--- src/rtl/gesture_power_sequencer_pkg.sv ---
// Shared types and constants for the gesture power sequencer.
// FSM state encoding is fixed at two bits so it can be observed and compared externally.
package gesture_power_sequencer_pkg;

  typedef enum logic [1:0] {
    OFF       = 2'd0,
    OFF_ARMED = 2'd1,
    ON        = 2'd2,
    ON_ARMED  = 2'd3
  } state_e;

  localparam logic [31:0] BLINK_TICKS_DEFAULT = 32'd25000000;
  localparam int unsigned WINDOW_W            = 32;

  function automatic logic is_armed(input state_e s);
    return (s == OFF_ARMED) || (s == ON_ARMED);
  endfunction

endpackage

--- src/rtl/gesture_power_sequencer_window_counter.sv ---
// Gesture window down-counter: load, decrement and expiry detection.
// Priority is clear > load > decrement; expiry flags the 1->0 step of a plain decrement.
module gesture_window_counter
  import gesture_power_sequencer_pkg::*;
(
  input  logic                clk,
  input  logic                rst,
  input  logic                clear_i,
  input  logic                load_i,
  input  logic [WINDOW_W-1:0] load_val_i,
  input  logic                dec_i,
  output logic [WINDOW_W-1:0] count_o,
  output logic                expire_o
);

  logic [WINDOW_W-1:0] count_q;

  assign count_o  = count_q;
  assign expire_o = dec_i && !clear_i && !load_i && (count_q == WINDOW_W'(1));

  // NOTE: sequential state uses non-blocking assignments so every flop samples pre-edge values.
  always_ff @(posedge clk or posedge rst) begin
    if (rst) begin
      count_q <= '0;
    end else if (clear_i) begin
      count_q <= '0;
    end else if (load_i) begin
      count_q <= load_val_i;
    end else if (dec_i && (count_q != '0)) begin
      count_q <= count_q - WINDOW_W'(1);
    end
  end

endmodule

--- src/rtl/gesture_power_sequencer.sv ---
// Two-gesture power sequencer: one hand opens a timed window, the other completes the toggle.
// Optional macro GESTURE_ARM_BLINK_EN makes armed_led blink every BLINK_TICKS cycles while armed.
module gesture_power_sequencer
  import gesture_power_sequencer_pkg::*;
#(
  parameter logic [31:0] BLINK_TICKS = BLINK_TICKS_DEFAULT
) (
  input  logic                clk,
  input  logic                reset,
  input  logic                left_gesture,
  input  logic                right_gesture,
  input  logic                force_off,
  input  logic [WINDOW_W-1:0] countdown_time,
  output logic                power_on,
  output logic                armed,
  output logic                armed_led,
  output logic [WINDOW_W-1:0] window_remaining,
  output logic                toggle_pulse,
  output logic                timeout_pulse
);

  state_e state_q;
  logic   power_on_q;
  logic   armed_q;
  logic   toggle_q;
  logic   timeout_q;

  logic   left_only;
  logic   right_only;
  logic   arm_gesture;
  logic   complete_gesture;
  logic   arm_ok;
  logic   cnt_clear;
  logic   cnt_dec;
  logic   expire;

  // NOTE: every always_comb output gets a default first so no path can infer a latch.
  always_comb begin
    left_only        = left_gesture && !right_gesture;
    right_only       = right_gesture && !left_gesture;
    arm_gesture      = 1'b0;
    complete_gesture = 1'b0;
    unique case (state_q)
      OFF, OFF_ARMED: arm_gesture = left_only;
      ON,  ON_ARMED:  arm_gesture = right_only;
      default:        arm_gesture = 1'b0;
    endcase
    if (state_q == OFF_ARMED) complete_gesture = right_only;
    if (state_q == ON_ARMED)  complete_gesture = left_only;
    // A zero-length window would expire before it could be used, so it never opens.
    arm_ok    = arm_gesture && (countdown_time != '0) && !force_off;
    cnt_clear = force_off || complete_gesture;
    cnt_dec   = is_armed(state_q);
  end

  gesture_window_counter u_window (
    .clk        (clk),
    .rst        (reset),
    .clear_i    (cnt_clear),
    .load_i     (arm_ok),
    .load_val_i (countdown_time),
    .dec_i      (cnt_dec),
    .count_o    (window_remaining),
    .expire_o   (expire)
  );

  always_ff @(posedge clk or posedge reset) begin
    if (reset) begin
      state_q    <= OFF;
      power_on_q <= 1'b0;
      armed_q    <= 1'b0;
      toggle_q   <= 1'b0;
      timeout_q  <= 1'b0;
    end else begin
      toggle_q  <= 1'b0;
      timeout_q <= 1'b0;
      if (force_off) begin
        state_q    <= OFF;
        power_on_q <= 1'b0;
        armed_q    <= 1'b0;
        toggle_q   <= power_on_q;
      end else begin
        unique case (state_q)
          OFF: if (arm_ok) begin
            state_q <= OFF_ARMED;
            armed_q <= 1'b1;
          end
          OFF_ARMED: if (complete_gesture) begin
            state_q    <= ON;
            power_on_q <= 1'b1;
            armed_q    <= 1'b0;
            toggle_q   <= 1'b1;
          end else if (expire) begin
            state_q   <= OFF;
            armed_q   <= 1'b0;
            timeout_q <= 1'b1;
          end
          ON: if (arm_ok) begin
            state_q <= ON_ARMED;
            armed_q <= 1'b1;
          end
          ON_ARMED: if (complete_gesture) begin
            state_q    <= OFF;
            power_on_q <= 1'b0;
            armed_q    <= 1'b0;
            toggle_q   <= 1'b1;
          end else if (expire) begin
            state_q   <= ON;
            armed_q   <= 1'b0;
            timeout_q <= 1'b1;
          end
          default: begin
            state_q    <= OFF;
            power_on_q <= 1'b0;
            armed_q    <= 1'b0;
          end
        endcase
      end
    end
  end

  assign power_on      = power_on_q;
  assign armed         = armed_q;
  assign toggle_pulse  = toggle_q;
  assign timeout_pulse = timeout_q;

`ifdef GESTURE_ARM_BLINK_EN
  logic        armed_next;
  logic        led_q;
  logic [31:0] blink_cnt_q;

  // Mirrors the FSM's armed decision so the LED phase restarts on the arming edge.
  assign armed_next = !force_off &&
                      ((!is_armed(state_q) && arm_ok) ||
                       ( is_armed(state_q) && !complete_gesture && !expire));

  always_ff @(posedge clk or posedge reset) begin
    if (reset) begin
      led_q       <= 1'b0;
      blink_cnt_q <= '0;
    end else if (!armed_next) begin
      led_q       <= 1'b0;
      blink_cnt_q <= '0;
    end else if (!armed_q) begin
      led_q       <= 1'b1;
      blink_cnt_q <= '0;
    end else if (blink_cnt_q >= BLINK_TICKS - 32'd1) begin
      led_q       <= !led_q;
      blink_cnt_q <= '0;
    end else begin
      blink_cnt_q <= blink_cnt_q + 32'd1;
    end
  end

  assign armed_led = led_q;
`else
  assign armed_led = armed_q;
`endif

endmodule

--- config.mk ---
export PLATFORM = sky130hd
export DESIGN_NAME = gesture_power_sequencer
export DESIGN_NICKNAME = d
export VERILOG_FILES = /design/src/rtl/gesture_power_sequencer_pkg.sv /design/src/rtl/gesture_power_sequencer_window_counter.sv /design/src/rtl/gesture_power_sequencer.sv
export SDC_FILE = /design/constraint.sdc
export NUM_CORES = 1
export LEC_CHECK = 0
export ABC_AREA = 1
export CORE_UTILIZATION = 55
export DETAILED_ROUTE_END_ITERATION = 8
export PLACE_DENSITY_LB_ADDON = 0.1
export SYNTH_ARGS = -nofsm -noshare
export SYNTH_HDL_FRONTEND = slang
export SYNTH_SLANG_ARGS = --single-unit
--- constraint.sdc ---
create_clock -name clk -period 3.5 [get_ports clk]
set_input_delay 0.7 -clock clk [delete_from_list [all_inputs] [get_ports clk]]
set_output_delay 0.7 -clock clk [all_outputs]
set_load 0.05 [all_outputs]
After elaboration in Yosys (flattened, before gate mapping)

Index checks and enable logic that the tools add are counted.

Logic and storage cells: 76
Output and inout port bits: 37
Input port bits: 37
Register bits: 38

Reductions and logical operators: 27
Eq/ne operators: 12
Add/subtract/negate cells: 1
Muxes and demuxes: 30

Operators with widths:

| cell                  | number |
|---|---|
| $mux 32               | 3 |
| $reduce_bool 32->1    | 2 |
| $eq 32x1->1 const B   | 1 |
| $sub 32x1->32 const B | 1 |
| $mux 1                | 16 |
| $mux 2                | 7 |
| $logic_and 1x1->1     | 8 |
| $ne 4x4->1 const B    | 2 |
| $pmux 2 s4            | 1 |
| $reduce_or 2->1       | 4 |
| $ne 3x2->1 const B    | 2 |
| $ne 3x3->1 const B    | 2 |
| $pmux 1 s2            | 3 |
| $reduce_bool 3->1     | 2 |
| $logic_not 1->1       | 5 |
| $eq 2x2->1 const B    | 2 |
| $ne 4x1->1 const B    | 1 |
| $reduce_and 4->1      | 1 |
| $ne 3x1->1 const B    | 1 |
| $reduce_and 3->1      | 1 |
| $eq 2x1->1 const B    | 1 |
| $logic_not 2->1       | 1 |
| $logic_or 1x1->1      | 2 |
| $reduce_and 2->1      | 1 |

Longest topological paths before layout

Gate-level depths: netlist of the first run.

Depth in word-level cells: 13
Gate-level depth with buffers: 12
Gate-level depth less buffers: 12

By module

Synthesis of the first run repeated with hierarchy kept, for this count alone.

Cells, all modules: 485
Area, all modules: 2982.9 um^2

Modules (own cells, without submodules):

| module                  | seq. area each (um^2) | instances | cells an instance | area each (um^2) |
|---|---|---|---|---|
| gesture_window_counter  | 800.8                 | 1         | 415               | 2541.2 |
| gesture_power_sequencer | 150.1                 | 1         | 70                | 441.7 |

Worst setup path after synthesis of the first run

OpenSTA, ideal clock, no wires.

Kind: register -> register
Start point: register u_window.count_q[0], in the netlist u_window.count_o[0]
End point: register u_window.count_q[11], in the netlist u_window.count_o[11]
Stages on the path, launching flop included: 11
Clock period less this slack: 1904 ps
Data required time: 3433 ps
Data arrival time: 1837 ps
Slack: 1596 ps
Setup time: 67 ps
Buffers on the path: 1
Cell sequence: dfrtp_1 > inv_1 > ha_1 > nand2_1 > nor2_1 > nand2_1 > o21ai_4 > a21oi_4 > buf_6 > nand3_1 > nand2_1

Word-level cells in the longest chain between the ends: 4
Elaborated cells between the ends (all ways): 7
Those cells by class: 1 x add/sub; 3 x mux; 3 x reduce/logical

RTL lines:

| item                   | RTL line                                     | text |
|---|---|---|
| start, declared        | gesture_power_sequencer_window_counter.sv:16 | `logic [WINDOW_W-1:0] count_q;` |
| start signal, assigned | gesture_power_sequencer_window_counter.sv:28 | `count_q <= load_val_i;` |
| start signal, assigned | gesture_power_sequencer_window_counter.sv:30 | `count_q <= count_q - WINDOW_W'(1);` |
| $sub 32x1->32          | gesture_power_sequencer_window_counter.sv:30 |  |
| $mux 32                | gesture_power_sequencer_window_counter.sv:29 | `end else if (dec_i && (count_q != '0)) begin` |
| $mux 32                | gesture_power_sequencer_window_counter.sv:27 | `end else if (load_i) begin` |
| $mux 32                | gesture_power_sequencer_window_counter.sv:25 | `end else if (clear_i) begin` |

Several ways; a longest one is shown, not always the timed one. The select of a mux whose other input is x is not followed.
A chain may end at the register's enable or synchronous reset.

Final worst setup path of the first run

Start point: input port right_gesture
End point: register u_window.count_q[24], in the netlist u_window.count_o[24]

Word-level cells in the longest chain between the ends: 7
Elaborated cells between the ends (all ways): 12
Those cells by class: 5 x mux; 7 x reduce/logical

RTL lines:

| item                           | RTL line                                     | text |
|---|---|---|
| start, declared                | gesture_power_sequencer.sv:11                | `input logic right_gesture,` |
| $logic_not 1->1                | gesture_power_sequencer.sv:39                | `left_only = left_gesture && !right_gesture;` |
| $logic_and 1x1->1              | gesture_power_sequencer.sv:39                |  |
| $pmux 1 s2                     | gesture_power_sequencer.sv:43                | `unique case (state_q)` |
| $logic_and 1x1->1 (2 in a row) | gesture_power_sequencer.sv:51                | `arm_ok = arm_gesture && (countdown_time != '0) && !force_off;` |
| $mux 32                        | gesture_power_sequencer_window_counter.sv:27 |  |
| $mux 32                        | gesture_power_sequencer_window_counter.sv:25 |  |

Several ways; a longest one is shown, not always the timed one.

==> impl_metrics.py, run 1 <==
metrics = {
    "placed_design": {
        "place_ws_ps": 408.3,
        "portBuffers": 73,
        "dp_hpwl_mm": 6.868,
        "gp_congestion": 0.9661,
    },
    "synthesis": {
        "synth-simple-area-share_pct": 50.80,
        "synth_xor_area_share_pct": 4.397,
        "yosysTopAreaCell": "dfrtp_1",
        "syn_area_um2": 3187,
        "asyncSetResetFlopFracSynth_pct": 100.0,
        "synth_compound_area_share_pct": 4.397,
        "syn_area_per_cell_um2": 6.323,
        "synthAdderAreaFrac_pct": 1.178,
        "synth_edf_count": 0,
        "yosys-mux-area-fraction_pct": 0,
        "synth.area.top_cells": "dfrtp_1 30%, nand2_1 22%, nor2_1 9.7%, nand4_1 8.4%, inv_1 5.2%",
        "synth.top_cell.area_share_pct": 29.84,
        "ys_seq_area_share_pct": 29.84,
        "yosys_warnings": 0,
        "synth_seq_cells": 38,
        "synth_flop_cell": "dfrtp_1",
        "synthCells": 504,
        "synth_cell_types": 28,
        "synth_top_family_by_area": "simple AND/OR/NAND/NOR gates",
        "synth_nets": 544,
    },
    "timing": {
        "tightest_slew_ps": 1000,
        "fmax_ghz": 0.3572,
        "fin_crit_sh_pct": 79.98,
        "setup_ws_ps": 700.8,
        "max_slew_margin_pct": 33.18,
        "fin_skew_ps": 7.697,
        "finalMaxSlewViolations": 0,
        "finalSetupViolations": 0,
        "tns_ps": 0,
        "fin_crit_ps": 2799,
        "rsz0062_at_grt": "no",
        "finalHoldViolations": 0,
    },
    "setup_path": {
        "required_ps": 3740,
        "slowest_delay_ps": 850,
        "critPathLaunchType": "input pin",
        "path_class": "input pin to register",
        "cp_top_family": "compound AO/OA/AOI/OAI gates",
        "arrival_ps": 3040,
        "critPathMaxFanout": 32,
        "worstSetupEndpointType": "register",
        "crit_chain": "clkdlybuf4s50_1, inv_2, nor2_1, nand2_1, o21ai_4, o21ai_4, a21oi_4, nand3_1, nand2_1",
        "r2r_setup_slack_ps": 1190,
        "slowest_stage": "a21oi_4",
        "worst-path-buf-inv": 2,
    },
    "route": {
        "wl_per_cell_um": 14.74,
        "viasPerCell": 5.592,
        "detail_route.iter0.violations": 366,
        "firstDrtPassIters": 6,
        "num_vias": 3601,
        "wl_mm": 9.493,
        "final_antenna_net_count": 0,
        "drc_errors": 0,
    },
    "die": {
        "rows": 27,
        "dieArea_um2": 6103,
        "initial_core_util_pct": 57.52,
        "core_um2": 5540,
        "fp.dieH_um": 78.12,
        "ioPinCount": 74,
        "die_w_um": 78.12,
    },
    "clocking": {
        "post_cts_resized": 0,
        "clkSlewWorstSetupHoldPaths_ps": 90,
        "post-cts-setup-buffers": 0,
        "clk_path_buf_depth": 2,
        "cts_root_buffer": "clkbuf_8",
        "h-tree-depth": 2,
        "cts_buffers": 5,
        "worstSkewPairLatency_ps": 300,
        "cts_tree": "yes",
        "clock-sinks": 38,
        "cts_hold_buf": 0,
    },
    "power_and_ir_drop": {
        "intPower_mw": 1.458,
        "clkPwrFrac_pct": 10.2,
        "ir_drop_mv": 0.4025,
        "swShare_pct": 55.54,
        "p_switching_mw": 1.822,
        "power.leakage_nw": 2.054,
        "power_frac_comb_pct": 68.6,
        "p_per_area_nw_per_um2": 816.4,
        "p_seq_share_pct": 21.3,
    },
    "finish": {
        "utilization_pct": 72.52,
        "nets": 611,
        "drive_above_1_share_pct": 6.469,
        "seqCellArea_um2": 950.9,
        "area_delta_synth_final_pct": 26.07,
        "fillCellCount": 483,
        "diodes": 0,
        "multi_input_area_um2": 1937,
    },
    "grt": {
        "grt-ovfl-total": 0,
        "grt_pass1_vias": 3222,
        "grt_max_degree": 39,
        "grt_use_total_pct": 32.91,
        "grt_first_pass_wirelength_mm": 15.70,
        "antenna_found_initial": 0,
    },
    "flow_run": {
        "maxCapViolCount": 0,
    },
    "status": {
        "outcome": "finished, final reports clean",
    },
    "min_path": {
        "worstHoldPathType": "register to register",
    },
}
==> per-stage QoR <==
stage / total power, mW / cell area, um^2 / std cells / hold WS, ps
6_report: 3.280 / 4018 / 644 / 541.2
5_1_grt: 3.537 / 4018 / 644 / 559.7
4_1_cts: 3.253 / 4018 / 644 / 547.1
3_5_place_dp: 2.912 / 3923 / 636 / 534.8
3_3_place_gp: 2.881 / 3923 / 636 / 524.2
2_1_floorplan: 2.339 / 3187 / 504 / 603.4
==> layout make-up <==
cell class                      count  share of cell area (%)
Timing Repair Buffer               78                   19.12
Tap cell                           72                   2.242
Multi-Input combinational cell    401                   48.21
Inverter                           47                   4.391
Sequential cell                    38                   23.67
Clock inverter                      2                  0.3114
Clock buffer                        6                   2.055
==> path summary, 6_finish.rpt <==
path,from,to,depth (start not counted)
worst max-delay path,right_gesture,u_window.count_o[24],9
worst min-delay path,power_on,toggle_pulse,2
worst max register to register,u_window.count_o[0],u_window.count_o[24],9
worst min register to register,power_on,toggle_pulse,2
max in group asynchronous,reset,u_window.count_o[4],3
min in group asynchronous,reset,timeout_pulse,3
==> registers in the layout, summed over array words and instances (netlist names) <==
signal,cells
timeout_pulse,1
power_on,1
toggle_pulse,1
armed,1
state_q,2
u_window.count_o,32
==> synth_stat cells, types with 4 or more instances <==
cell / number
inv_1: 44
buf_4: 7
nand3_2: 9
nand3_1: 30
buf_2: 5
xor2_1: 4
nand2_1: 187
dfrtp_1: 38
o21ai_0: 13
nand4_1: 43
xnor2_1: 12
nor2_1: 82
==> layout by cell type (no fill, tap or decap) <==
master / synthesis / layout
nor3_4: 1 / 1
nand4_1: 43 / 43
clkdlybuf4s50_1: 0 / 73
nand3_2: 9 / 9
nand3_1: 30 / 30
or2_1: 1 / 1
clkbuf_8: 0 / 6
a21oi_1: 2 / 2
clkinv_1: 1 / 1
o21ai_0: 13 / 13
nand2_2: 1 / 1
dfrtp_1: 38 / 38
xnor2_1: 12 / 12
nor2_4: 3 / 3
or2_2: 1 / 1
nand3b_1: 1 / 1
clkinvlp_4: 0 / 1
inv_1: 44 / 44
buf_4: 7 / 5
o21ai_4: 3 / 3
clkinv_2: 0 / 1
ha_1: 3 / 3
a21oi_4: 1 / 1
nor2_1: 82 / 82
xor2_1: 4 / 4
nor2_2: 3 / 3
nor3_1: 1 / 1
inv_2: 2 / 2
nand2_1: 187 / 187
==> power by group through the flow <==
| stage | clock network [mW] | logic [mW] | registers, mW |
|---|---|---|---|
| floorplan | 0 | 1.33 | 1.01 |
| global placement | 0 | 2.18 | 0.701 |
| detailed placement | 0 | 2.21 | 0.699 |
| CTS | 0.335 | 2.23 | 0.693 |
| global route | 0.348 | 2.47 | 0.717 |
| finish | 0.334 | 2.25 | 0.697 |
==> layer usage <==
| metal | up-vias | track usage [%] | routed length, um |
|---|---|---|---|
| met2 | 182 | 51.84 | 4295 |
| met5 | - | 0 | 0 |
| met3 | 17 | 5.116 | 799 |
| met4 | 0 | 10.19 | 172 |
| li1 | 1748 | - | - |
| met1 | 1654 | 46.26 | 4226 |
==> kinds of logic (layout without fill, tap and decap cells) <==
kind of cell	after synthesis	in the layout
compound gates	19	19
xor+xnor	16	16
fa+ha+maj	3	3
buf+inv	65	133
flops	38	38
simple gates	363	363
==> worst reg2reg max path, delay by kind of cell, from the launching register on <==
kind	cells	cell delay, ps
adders and majority gates	1	210
buffers and inverters	1	120
DFF	1	410
and+or+nand+nor	5	500
AOI/OAI and AO/OA	2	1010
Note: power is estimated with default switching activity, not from simulation.
==> inputs of run 2 (changes only) <==
--- a/config.mk
+++ b/config.mk
@@ -6,7 +6,7 @@
 export NUM_CORES = 1
 export LEC_CHECK = 0
 export ABC_AREA = 1
-export CORE_UTILIZATION = 55
+export CORE_UTILIZATION = 46
 export DETAILED_ROUTE_END_ITERATION = 8
 export PLACE_DENSITY_LB_ADDON = 0.1
 export SYNTH_ARGS = -nofsm -noshare
==> constraint.sdc (replaced) <==
create_clock -name clk -period 2.3 [get_ports clk]
set_input_delay 0.46 -clock clk [delete_from_list [all_inputs] [get_ports clk]]
set_output_delay 0.46 -clock clk [all_outputs]
set_load 0.05 [all_outputs]
==> run 2 against run 1 <==
Effect of this change:
- clock power rose by 47%
- cell area rose by 4.1%
- largest power group unchanged
- global-route usage fell by 4.1 points
- die area rose by 19%
- clock-buffer cell count rose by 1
- clock skew rose by 1.1 ps
- critical endpoint is now window_remaining[26]
- critical path depth fell by 8
- critical path type is now register to primary output
- cell count rose by 3.9%
- via count rose by 0.92%
==> impl_metrics.py, run 2 (synthesized netlist as in run 1, its figures left out) <==
metrics = {
    "status": {
        "outcome": "finished, final reports clean",
    },
    "die": {
        "ioPinCount": 74,
        "dieArea_um2": 7265,
        "die_w_um": 85.24,
        "rows": 29,
        "core_um2": 6531,
        "initial_core_util_pct": 48.79,
        "fp.dieH_um": 85.24,
    },
    "route": {
        "wl_per_cell_um": 15.43,
        "drc_errors": 0,
        "wl_mm": 10.32,
        "detail_route.iter0.violations": 309,
        "num_vias": 3634,
        "firstDrtPassIters": 5,
        "viasPerCell": 5.432,
        "final_antenna_net_count": 0,
    },
    "finish": {
        "final_area_um2": 4183,
        "seqCellArea_um2": 950.9,
        "diodes": 0,
        "area_delta_synth_final_pct": 31.25,
        "final_cell_mix": "187 x nand2_1, 82 x nor2_1, 73 x clkdlybuf4s50_1",
        "final_common_cell": "nand2_1",
        "fillCellCount": 641,
        "nets": 631,
        "drive_above_1_share_pct": 9.459,
        "largest_reg_flops": 32,
        "multi_input_area_um2": 1964,
    },
    "setup_path": {
        "arrival_ps": 1650,
        "slowest_delay_ps": 860,
        "critPathMaxFanout": 6,
        "cp_top_family": "buffers and inverters",
        "slowest_stage": "clkdlybuf4s50_1",
        "path_class": "register to primary output",
        "critPathLaunchType": "register",
        "required_ps": 1840,
        "worst-path-buf-inv": 1,
        "crit_chain": "clkdlybuf4s50_1",
        "worstSetupEndpointType": "primary output",
    },
    "grt": {
        "antenna_found_initial": 0,
        "met1_usage_pct": 40.17,
        "grt_max_degree": 39,
        "grt_pass1_vias": 3379,
        "grt_first_pass_wirelength_mm": 16.35,
        "globalRouteMet3Util_pct": 3.794,
        "grt-ovfl-total": 0,
        "grt.busiest_layer": "met2",
        "grt_use_total_pct": 28.81,
        "globalRouteMet2Util_pct": 46.85,
    },
    "timing": {
        "fin_skew_ps": 8.774,
        "rsz0062_at_grt": "no",
        "fin_crit_sh_pct": 91.82,
        "finalSetupViolations": 0,
        "fmax_ghz": 0.4735,
        "finalHoldViolations": 0,
        "fin_crit_ps": 2112,
        "timing.hold.ws_ps": 541.4,
        "tightest_slew_ps": 617.8,
        "finalMaxSlewViolations": 0,
        "max_slew_margin_pct": 58.72,
    },
    "clocking": {
        "post_cts_resized": 0,
        "clkSlewWorstSetupHoldPaths_ps": 80,
        "h-tree-depth": 2,
        "worstSkewPairLatency_ps": 300,
        "post-cts-setup-buffers": 0,
        "clk_path_buf_depth": 2,
        "cts_hold_buf": 0,
        "cts_root_buffer": "clkbuf_8",
        "clock-sinks": 38,
        "cts_tree": "yes",
        "cts_buffers": 5,
    },
    "power_and_ir_drop": {
        "ir_drop_mv": 0.6947,
        "p_per_area_nw_per_um2": 1198,
        "power_mw": 5.010,
        "power.leakage_nw": 2.144,
    },
    "placed_design": {
        "portBuffers": 73,
        "dp_hpwl_mm": 7.357,
        "gp_congestion": 0.9298,
        "placed_area_um2": 4064,
    },
    "min_path": {
        "worstHoldPathType": "register to register",
    },
    "flow_run": {
        "maxCapViolCount": 0,
    },
}
run 2: final timing paths:
path | startpoint | cells after the start | slack, ps | endpoint
min in group asynchronous | reset | 3 | 570 | state_q[1]
hold reg to reg | power_on | 2 | 540 | toggle_pulse
max in group asynchronous | reset | 3 | 1340 | u_window.count_o[11]
setup reg to reg | u_window.count_o[9] | 8 | 250 | u_window.count_o[25]
setup / recovery | u_window.count_o[26] | 1 | 190 | window_remaining[26]
hold / removal | power_on | 2 | 540 | toggle_pulse
run 2: layout make-up:
cell class              instances  area share (%)
well taps                      77           2.303
repair buffers                 96           21.60
flip-flops and latches         38           22.73
multi-input cells             403           46.96
inverters                      47           4.218
clock buffers                   7           2.064
clock inverters                 1          0.1197
run 2: stage by stage:
stage          std cells  utilization, %  TNS, ps  worst slack [ps]
5_1_grt              669           64.04        0             37.37
4_1_cts              667           63.62        0             84.50
2_1_floorplan        504               -        0             396.0
3_5_place_dp         659           62.22    -5437            -218.0
3_3_place_gp         659           62.22    -4569            -187.2
6_report             669           64.04        0             188.2
run 2: power by group:
group | internal, mW | leakage, nW | switching (mW)
clock | 0.242 | 0.0482 | 0.249
sequential | 0.816 | 0.517 | 0.249
combinational | 1.19 | 1.58 | 2.27
run 2: layer usage:
metal,share of wire [%],routed length (um),vias up
met5,0,0,-
met4,1.8,187,0
met3,6.9,715,20
met2,45,4601,177
met1,47,4818,1652
li1,-,-,1785
run 2: worst min-delay path, stage by stage, from the launching register on:
cell and delay (ps):
dfrtp_1 380, inv_1 70, a21oi_1 50
